===== src/rtl/phase_shifter_pkg.sv =====
// Shared definitions for the phase-shifter top: code width, sequencer states
// and the shortest-path direction helper.
package phase_shifter_pkg;

  localparam int unsigned PH_W = 5;

  typedef enum logic {
    IDLE,
    SETTLE
  } state_t;

  // 1 = step up, 0 = step down; the half-circle tie resolves upward.
  function automatic logic ph_dir(input logic [PH_W-1:0] target,
                                  input logic [PH_W-1:0] cur);
    logic [PH_W-1:0] diff;
    diff = target - cur;
    return (diff <= PH_W'(2 ** (PH_W - 1)));
  endfunction

endpackage


===== src/rtl/coarse_phase_sequencer.sv =====
// Ramps the coarse phase code one tick at a time toward phaseTarget, holding
// each code for SETTLE_CYCLES extra clk40 cycles before the next step.
module coarse_phase_sequencer #(
  parameter int unsigned     PH_W          = phase_shifter_pkg::PH_W,
  parameter int unsigned     SETTLE_CYCLES = 15,
  parameter logic [PH_W-1:0] RESET_VAL     = '0
) (
  input  logic            clk40,
  input  logic            rst,
  input  logic            enable,
  input  logic [PH_W-1:0] phaseTarget,
  output logic [PH_W-1:0] setVal,
  output logic            busy,
  output logic            donePulse,
  output logic            stepDir
);

  localparam int unsigned      CNT_W      = (SETTLE_CYCLES > 0) ? $clog2(SETTLE_CYCLES + 1) : 1;
  localparam logic [CNT_W-1:0] CNT_RELOAD = CNT_W'(SETTLE_CYCLES);

  phase_shifter_pkg::state_t state_q;
  logic [PH_W-1:0]  setval_q;
  logic [CNT_W-1:0] cnt_q;
  logic             busy_q;
  logic             done_q;
  logic             dir_q;

  logic             mismatch;
  logic             dir_d;
  logic             step_ok;
  logic [PH_W-1:0]  step_d;

  always_comb begin
    mismatch = (setval_q != phaseTarget);
    dir_d    = phase_shifter_pkg::ph_dir(phaseTarget, setval_q);
    step_d   = dir_d ? (setval_q + PH_W'(1)) : (setval_q - PH_W'(1));
    step_ok  = enable && mismatch;
  end

  always_ff @(posedge clk40) begin
    if (rst) begin
      state_q  <= phase_shifter_pkg::IDLE;
      setval_q <= RESET_VAL;
      cnt_q    <= '0;
      busy_q   <= 1'b0;
      done_q   <= 1'b0;
      dir_q    <= 1'b1;
    end else begin
      done_q <= 1'b0;
      case (state_q)
        phase_shifter_pkg::IDLE: begin
          if (step_ok) begin
            setval_q <= step_d;
            dir_q    <= dir_d;
            cnt_q    <= CNT_RELOAD;
            state_q  <= phase_shifter_pkg::SETTLE;
            busy_q   <= 1'b1;
          end
        end
        phase_shifter_pkg::SETTLE: begin
          if (cnt_q != '0) begin
            cnt_q <= cnt_q - 1'b1;
          end else if (step_ok) begin
            // Back-to-back step: stay busy so a ramp never drops to IDLE between codes.
            setval_q <= step_d;
            dir_q    <= dir_d;
            cnt_q    <= CNT_RELOAD;
          end else begin
            state_q <= phase_shifter_pkg::IDLE;
            busy_q  <= 1'b0;
            done_q  <= !mismatch;
          end
        end
        default: begin
          state_q <= phase_shifter_pkg::IDLE;
          busy_q  <= 1'b0;
        end
      endcase
    end
  end

  assign setVal    = setval_q;
  assign busy      = busy_q;
  assign donePulse = done_q;
  assign stepDir   = dir_q;

endmodule


===== config.mk =====
export PLATFORM = sky130hd
export DESIGN_NAME = coarse_phase_sequencer
export DESIGN_NICKNAME = d
export VERILOG_FILES = /design/src/rtl/phase_shifter_pkg.sv /design/src/rtl/coarse_phase_sequencer.sv
export SDC_FILE = /design/constraint.sdc
export NUM_CORES = 1
export LEC_CHECK = 0
export BUFFER_PORTS_ARGS = -buffer_cell sky130_fd_sc_hd__clkbuf_2
export CAP_MARGIN = 20
export CORE_MARGIN = 2
export CORE_UTILIZATION = 53
export CTS_CLUSTER_DIAMETER = 200
export DETAILED_ROUTE_END_ITERATION = 10
export PLACE_DENSITY = 0.74
export SYNTH_ARGS = -nofsm -noshare
export SYNTH_HDL_FRONTEND = slang
export SYNTH_SLANG_ARGS = --single-unit

===== constraint.sdc =====
create_clock -name clk40 -period 4.3 [get_ports clk40]
set_clock_uncertainty 0.2 [all_clocks]
set_input_delay 0.215 -clock clk40 [delete_from_list [all_inputs] [get_ports clk40]]
set_output_delay 0.215 -clock clk40 [all_outputs]
set_load 0.05 [all_outputs]

==> results.yml, run 1 <==
worst_setup_path:
  crit_chain: "inv_1, ha_1, and2b_2, o21bai_1, a21oi_1, nor3_1, inv_1, fa_1, nor2b_1, o21a_1, nor2_1, nor4_1, nand3b_1, mux2_4"
  crit_fanout: 5
  cp.arrival_ns: 3.43
  regToRegSetupSlack_ns: 0.83
  r2r_end: "setVal[4]"
  r2r_start: "setVal[1]"
  crit_slowest_cell: "nor3_1"
  rr_worst_depth: 14
  critPathKind: "reg -> reg"
  crit_path_end_kind: "flip-flop"
  required_ns: 4.27
  cp_common_cell: "inv_1"
  start_kind: "flip-flop"
  slowest_delay_ns: 0.47
route:
  wl_met3_um: 58
  top_layer: "met4"
  met2_length_um: 779
  vias: 720
  drt_iter0_drc: 2
  avgRoutedWirePerCell_um: 12.83
  ant_nets: 0
  first_pass_iters: 3
  drc_errors: 0
  drt-total-wl_mm: 1.693
  met1_length_um: 831
  vias_per_cell: 5.455
timing:
  tightest_slew_ns: 0.6739
  fin_crit_sh: 0.8060
  drv_slew: 0
  min_period_ns: 3.466
  rsz0062_at_grt: "no"
  fin_tns_setup_ns: 0
  max_clock_freq_mhz: 288.5
  finalSetupViolCount: 0
  hold_viol: 0
  holdWs_ns: 0.09395
  slew-limit-headroom: 0.5491
worst_hold_path:
  min-delay-start: "rst"
  min_path_type: "in -> reg"
  min_to: "setVal[1]"
  whs_path_depth: 2
floorplan:
  die_area_um2: 1970
  die_width_um: 44.39
  start_util: 0.5673
  core_area_um2: 1524
  io_pins: 16
  die_y_um: 44.39
  std_cell_rows: 14
clocking:
  cts_resized: 0
  cts.hold.buffers_added: 0
  clk_pin_slew_ns: 0.08
  clock-root-buffer: "clkbuf_4"
  cts_buffers: 3
  cts.sinks: 13
  cts_tree: "done"
  clk_path_buf_depth: 2
  clkLatencyLatePin_ns: 0.27
  post_cts_buffers: 0
  htreeDepth: 1
grt:
  grt_max_degree: 13
  overflow: 0
  first_global_vias: 686
  grt_usage: 0.2037
  antenna_found_initial: 0
  grt_pass1_wl_mm: 2.960
power:
  switchingPower_uw: 311.2
  internal-power_uw: 348.7
  p_sw_frac: 0.4716
  power.density_nw_per_um2: 679.7
  leakage_uw: 0.0004363
  max-vdd-ir-drop_mv: 0.3581
  pwr-share-clk: 0.115
  p_seq_frac: 0.269
  p_comb_frac: 0.616
placed_design:
  gp_congestion: 0.8044
  hpwl_mm: 1.378
  io_buffers: 15
job:
  drv_cap: 0
synthesis:
  syn_area_per_cell_um2: 8.733
  synthCells: 99
  synth.yosys.seq_area_share: 0.3010
  syn_area_um2: 864.6
  syn-num-nets: 116
  yosysWarnings: 0
  synth-seq-cells: 13
  ys_types: 35
final_layout:
  final_nets: 134
  utilization: 0.6371
  areaGrowthSynthToFinish_pct: 12.30
  layout_common_cells: "15 x clkbuf_2, 13 x dfxtp_1, 10 x inv_1, 9 x a21oi_1, 9 x nor2_1"
  drive_gt1_frac: 0.2414
  diodes: 0
  mostFrequentLayoutCell: "clkbuf_2"
status:
  status: "completed"
-- state kept, by name, summed over array words and instances, names as in the netlist --
register   flops
stepDir        1
busy           1
donePulse      1
state_q        1
cnt_q          4
setVal         5
-- through the flow --
stage	cell area, um2	power, uW	worst slack, ns	instances
2_1_floorplan	864.6	515.7	0.7381	99
6_report	970.9	659.9	0.8341	132
3_3_place_gp	944.7	574.5	0.9036	128
4_1_cts	970.9	666.0	0.8250	132
5_1_grt	970.9	717.3	0.5684	132
3_5_place_dp	944.7	589.3	0.8531	128
-- how the worst max path moves through the flow --
stage | startpoint | endpoint | slack (ns) | cells past startpoint
finish | setVal[1] | setVal[4] | 0.83 | 14
global route | setVal[1] | setVal[4] | 0.57 | 14
global placement | setVal[1] | setVal[4] | 0.90 | 14
floorplan | setVal[1] | setVal[4] | 0.74 | 14
CTS | setVal[1] | setVal[4] | 0.83 | 14
detailed placement | setVal[1] | setVal[4] | 0.85 | 14
-- power by group through the flow --
stage	clock (uW)	sequential, uW	combinational, uW
finish	75.9	178	406
global placement	0	178	396
global route	81.1	181	455
detailed placement	0	180	409
CTS	77.8	178	410
floorplan	0	244	272
-- area by class of cell --
type	count	area [um2]
fillers	139	553.0
multi-input cells	73	548.0
flip-flops and latches	13	260.3
repair buffers	15	75.07
inverters	11	41.29
clock buffers	4	26.28
well taps	16	20.02
-- metal layers --
metal  GRT usage  up-vias
met1      0.2875      320
li1            -      385
met5           0        -
met3     0.04490        4
met2      0.3029       11
met4     0.07879        0
-- Yosys cell counts --
| cell type | number | area share |
|---|---|---|
| xnor2_1 | 5 | 0.051 |
| inv_1 | 10 | 0.043 |
| nor2b_1 | 2 | 0.014 |
| o31ai_1 | 1 | 0.0087 |
| o21ai_0 | 3 | 0.017 |
| nor3b_2 | 1 | 0.014 |
| o21a_1 | 1 | 0.0087 |
| a221oi_1 | 2 | 0.020 |
| and3_1 | 2 | 0.014 |
| buf_6 | 1 | 0.013 |
| xor2_1 | 1 | 0.010 |
| dfxtp_1 | 13 | 0.30 |
| o21bai_1 | 1 | 0.0087 |
| a211oi_1 | 2 | 0.017 |
| nor2b_2 | 1 | 0.010 |
| nor2_4 | 1 | 0.013 |
| nor4_4 | 1 | 0.025 |
| fa_1 | 1 | 0.023 |
| o311ai_0 | 1 | 0.010 |
| nand2_2 | 1 | 0.0072 |
| or3_1 | 1 | 0.0072 |
| and2b_2 | 1 | 0.010 |
| clkbuf_1 | 1 | 0.0043 |
| a22oi_1 | 1 | 0.0087 |
| a21o_1 | 1 | 0.0087 |
| nor2_1 | 9 | 0.039 |
| mux2_4 | 1 | 0.017 |
| nor4_1 | 1 | 0.0072 |
| nor3_1 | 5 | 0.029 |
| ha_1 | 8 | 0.12 |
| nand3b_1 | 2 | 0.017 |
| o221a_2 | 2 | 0.026 |
| nand2_1 | 5 | 0.022 |
| inv_2 | 1 | 0.0043 |
| a21oi_1 | 9 | 0.052 |
-- critical path, delay by kind of cell (launching register included) --
kind,cells,cell delay (ns)
adder cells (fa/ha/maj),2,0.72
AND/OR/NAND/NOR,6,1.14
flip-flops,1,0.39
AO/OA/AOI/OAI,3,0.39
multiplexers,1,0.30
buffers and inverters,2,0.21
-- cells by family after synthesis --
kind of cell    Yosys count  share of synthesized area
fa+ha+maj                 9                     0.1389
simple gates             33                     0.2301
flops                    13                     0.3010
buf+inv                  13                    0.06512
xor+xnor                  6                    0.06078
mux                       1                    0.01736
compound gates           24                     0.1867
Note: power is estimated with default switching activity, not from simulation.
==> inputs of run 2 (changes only) <==
Settings changed: ABC_AREA from default to 1, CORE_UTILIZATION 53 to 54.
Clock period 4.3 ns to 3.3 ns, I/O delays scaled along.
==> run 2 against run 1 <==
  * Area after synthesis up 4.9%
  * Flip-flop and latch count unchanged
  * Worst hold slack worse by 0.080 ns
  * Critical path type unchanged
  * Worst setup slack worse by 0.29 ns
  * Clock power up 28%
  * Synthesized cell count up 31%
  * Non-clock buffer count up 1
==> results.yml, run 2 <==
status:
  status: "completed"
route:
  top_layer: "met4"
  wl_met3_um: 110
  vias_per_cell: 5.224
  vias: 862
  first_pass_iters: 4
  avgRoutedWirePerCell_um: 10.81
  drc_errors: 0
  drt-total-wl_mm: 1.783
  met2_length_um: 811
  ant_nets: 0
  met1_length_um: 851
  drt_iter0_drc: 24
floorplan:
  die_area_um2: 2024
  die_width_um: 44.99
  core_area_um2: 1541
  die_y_um: 44.99
  start_util: 0.5885
  std_cell_rows: 14
  io_pins: 16
final_layout:
  largest_reg_flops: 5
  post_layout_nonfiller_instances: 165
  diodes: 0
  mostFrequentLayoutCell: "nand2_1"
  layout_common_cells: "29 x nand2_1, 21 x inv_1, 15 x clkbuf_2, 13 x a21oi_1, 13 x dfxtp_1"
  fillers: 145
  areaGrowthSynthToFinish_pct: 13.24
  final_nets: 167
  drive_gt1_frac: 0.2013
grt:
  grt_max_degree: 12
  grt_pass1_wl_mm: 3.063
  antenna_found_initial: 0
  grt_usage: 0.2071
  overflow: 0
  first_global_vias: 766
worst_setup_path:
  critPathBufInv: 2
  cp.arrival_ns: 2.70
  start_kind: "flip-flop"
  critPathKind: "reg -> reg"
  crit_fanout: 4
  required_ns: 3.25
  cp_common_cell: "nand2_1"
  crit_family: "simple AND/OR/NAND/NOR gates"
  crit_chain: "inv_1, ha_1, nand2_1, nand2_1, nand2_1, nand2_1, nand2_1, nand2_1, nand2_2, inv_2, ha_1, nand2_1, nor2_1, a211oi_1, xor2_1, a21oi_1"
  crit_slowest_cell: "dfxtp_1"
  crit_path_end_kind: "flip-flop"
  slowest_delay_ns: 0.38
synthesis:
  netlist.area_leader.share: 0.2869
  async_flop_share: 0
  ys_types: 27
  synth_edf_count: 0
  synth_top_cells_by_area: "dfxtp_1 29%, nand2_1 12%, ha_1 11%"
  syn_area_um2: 907.1
  syn-num-nets: 147
  synth.most_common_cell: "nand2_1"
  yosysWarnings: 0
  synthCells: 130
  yosys-top-cells-count: "29 x nand2_1, 21 x inv_1, 13 x a21oi_1, 13 x dfxtp_1, 8 x ha_1"
  synth.yosys.seq_area_share: 0.2869
  yosysTopAreaCell: "dfxtp_1"
  synth-seq-cells: 13
  synth-main-ff-cell: "dfxtp_1"
  syn_area_per_cell_um2: 6.978
timing:
  max_clock_freq_mhz: 363.5
  tightest_slew_ns: 0.2792
  fin_crit_sh: 0.8336
  drv_slew: 0
  rsz0062_at_grt: "no"
  min_period_ns: 2.751
  fin_tns_setup_ns: 0
  finalSetupViolCount: 0
  slew-limit-headroom: 0.8127
  hold_viol: 0
clocking:
  clock-root-buffer: "clkbuf_4"
  cts_buffers: 3
  clk_pin_slew_ns: 0.08
  clk_path_buf_depth: 2
  clkLatencyLatePin_ns: 0.27
  cts.sinks: 13
  cts_tree: "done"
  htreeDepth: 1
  post_cts_buffers: 0
power:
  leakage_uw: 0.0005419
  max-vdd-ir-drop_mv: 0.3945
  power.density_nw_per_um2: 723.7
placed_design:
  gp_congestion: 0.9150
  hpwl_mm: 1.408
  dp_cells: 160
  io_buffers: 15
job:
  drv_cap: 0
worst_hold_path:
  min_path_type: "in -> reg"
[run 2: final cells by class]
class	instances	area, um2	share of cell area
Clock buffer	4	26.28	0.02558
Inverter	27	101.3	0.09866
Multi-Input combinational cell	89	534.3	0.5201
Sequential cell	13	260.3	0.2533
Tap cell	16	20.02	0.01949
Timing Repair Buffer	16	85.08	0.08283
[run 2: metal layers]
metal	GRT usage	up-vias
met3	0.07200	2
met4	0.04706	0
met5	0	-
li1	-	458
met2	0.3286	26
met1	0.2711	376
[run 2: tightest hold or removal path: stages]
cell      delay (ns)
clkbuf_2        0.10
nand2_4         0.11
a21oi_1         0.07
[run 2: repair_timing]
action,4_1_cts,5_1_grt
gates resized for setup,0,0
endpoints found under the hold margin,4,0
hold buffers,1,0
[run 2: worst paths after layout]
check	startpoint	endpoint	slack [ns]	cells after the start
min	enable	state_q	0.01	3
max reg2reg	setVal[1]	setVal[3]	0.55	16
min reg2reg	busy	busy	0.30	2
max	setVal[1]	setVal[3]	0.55	16
[run 2: through the flow]
| step | cell area (um2) | setup slack (ns) | hold WS, ns | util | power [uW] |
|---|---|---|---|---|---|
| after global placement | 991.0 | 0.6713 | 0.2276 | 0.6429 | 627.8 |
| after global routing | 1027 | 0.2994 | 0.03212 | 0.6664 | 805.4 |
| after floorplan | 907.1 | 0.4371 | 0.03407 | - | 562.4 |
| after detailed placement | 991.0 | 0.5814 | 0.2219 | 0.6429 | 645.7 |
| final | 1027 | 0.5491 | 0.01409 | 0.6664 | 743.4 |
| after CTS | 1027 | 0.5436 | 0.009835 | 0.6664 | 746.6 |
[run 2: logic make-up after synthesis]
kind of cell    Yosys count  synth area share
simple gates             50            0.2552
buf+inv                  28            0.1241
compound gates           27            0.1641
flops                    13            0.2869
fa+ha+maj                 9            0.1324
xor+xnor                  3           0.03725
[run 2: power breakdown]
part / internal [uW] / switching, uW
Combinational: 147 / 286
Clock: 46.8 / 50.0
Sequential: 185 / 28.5
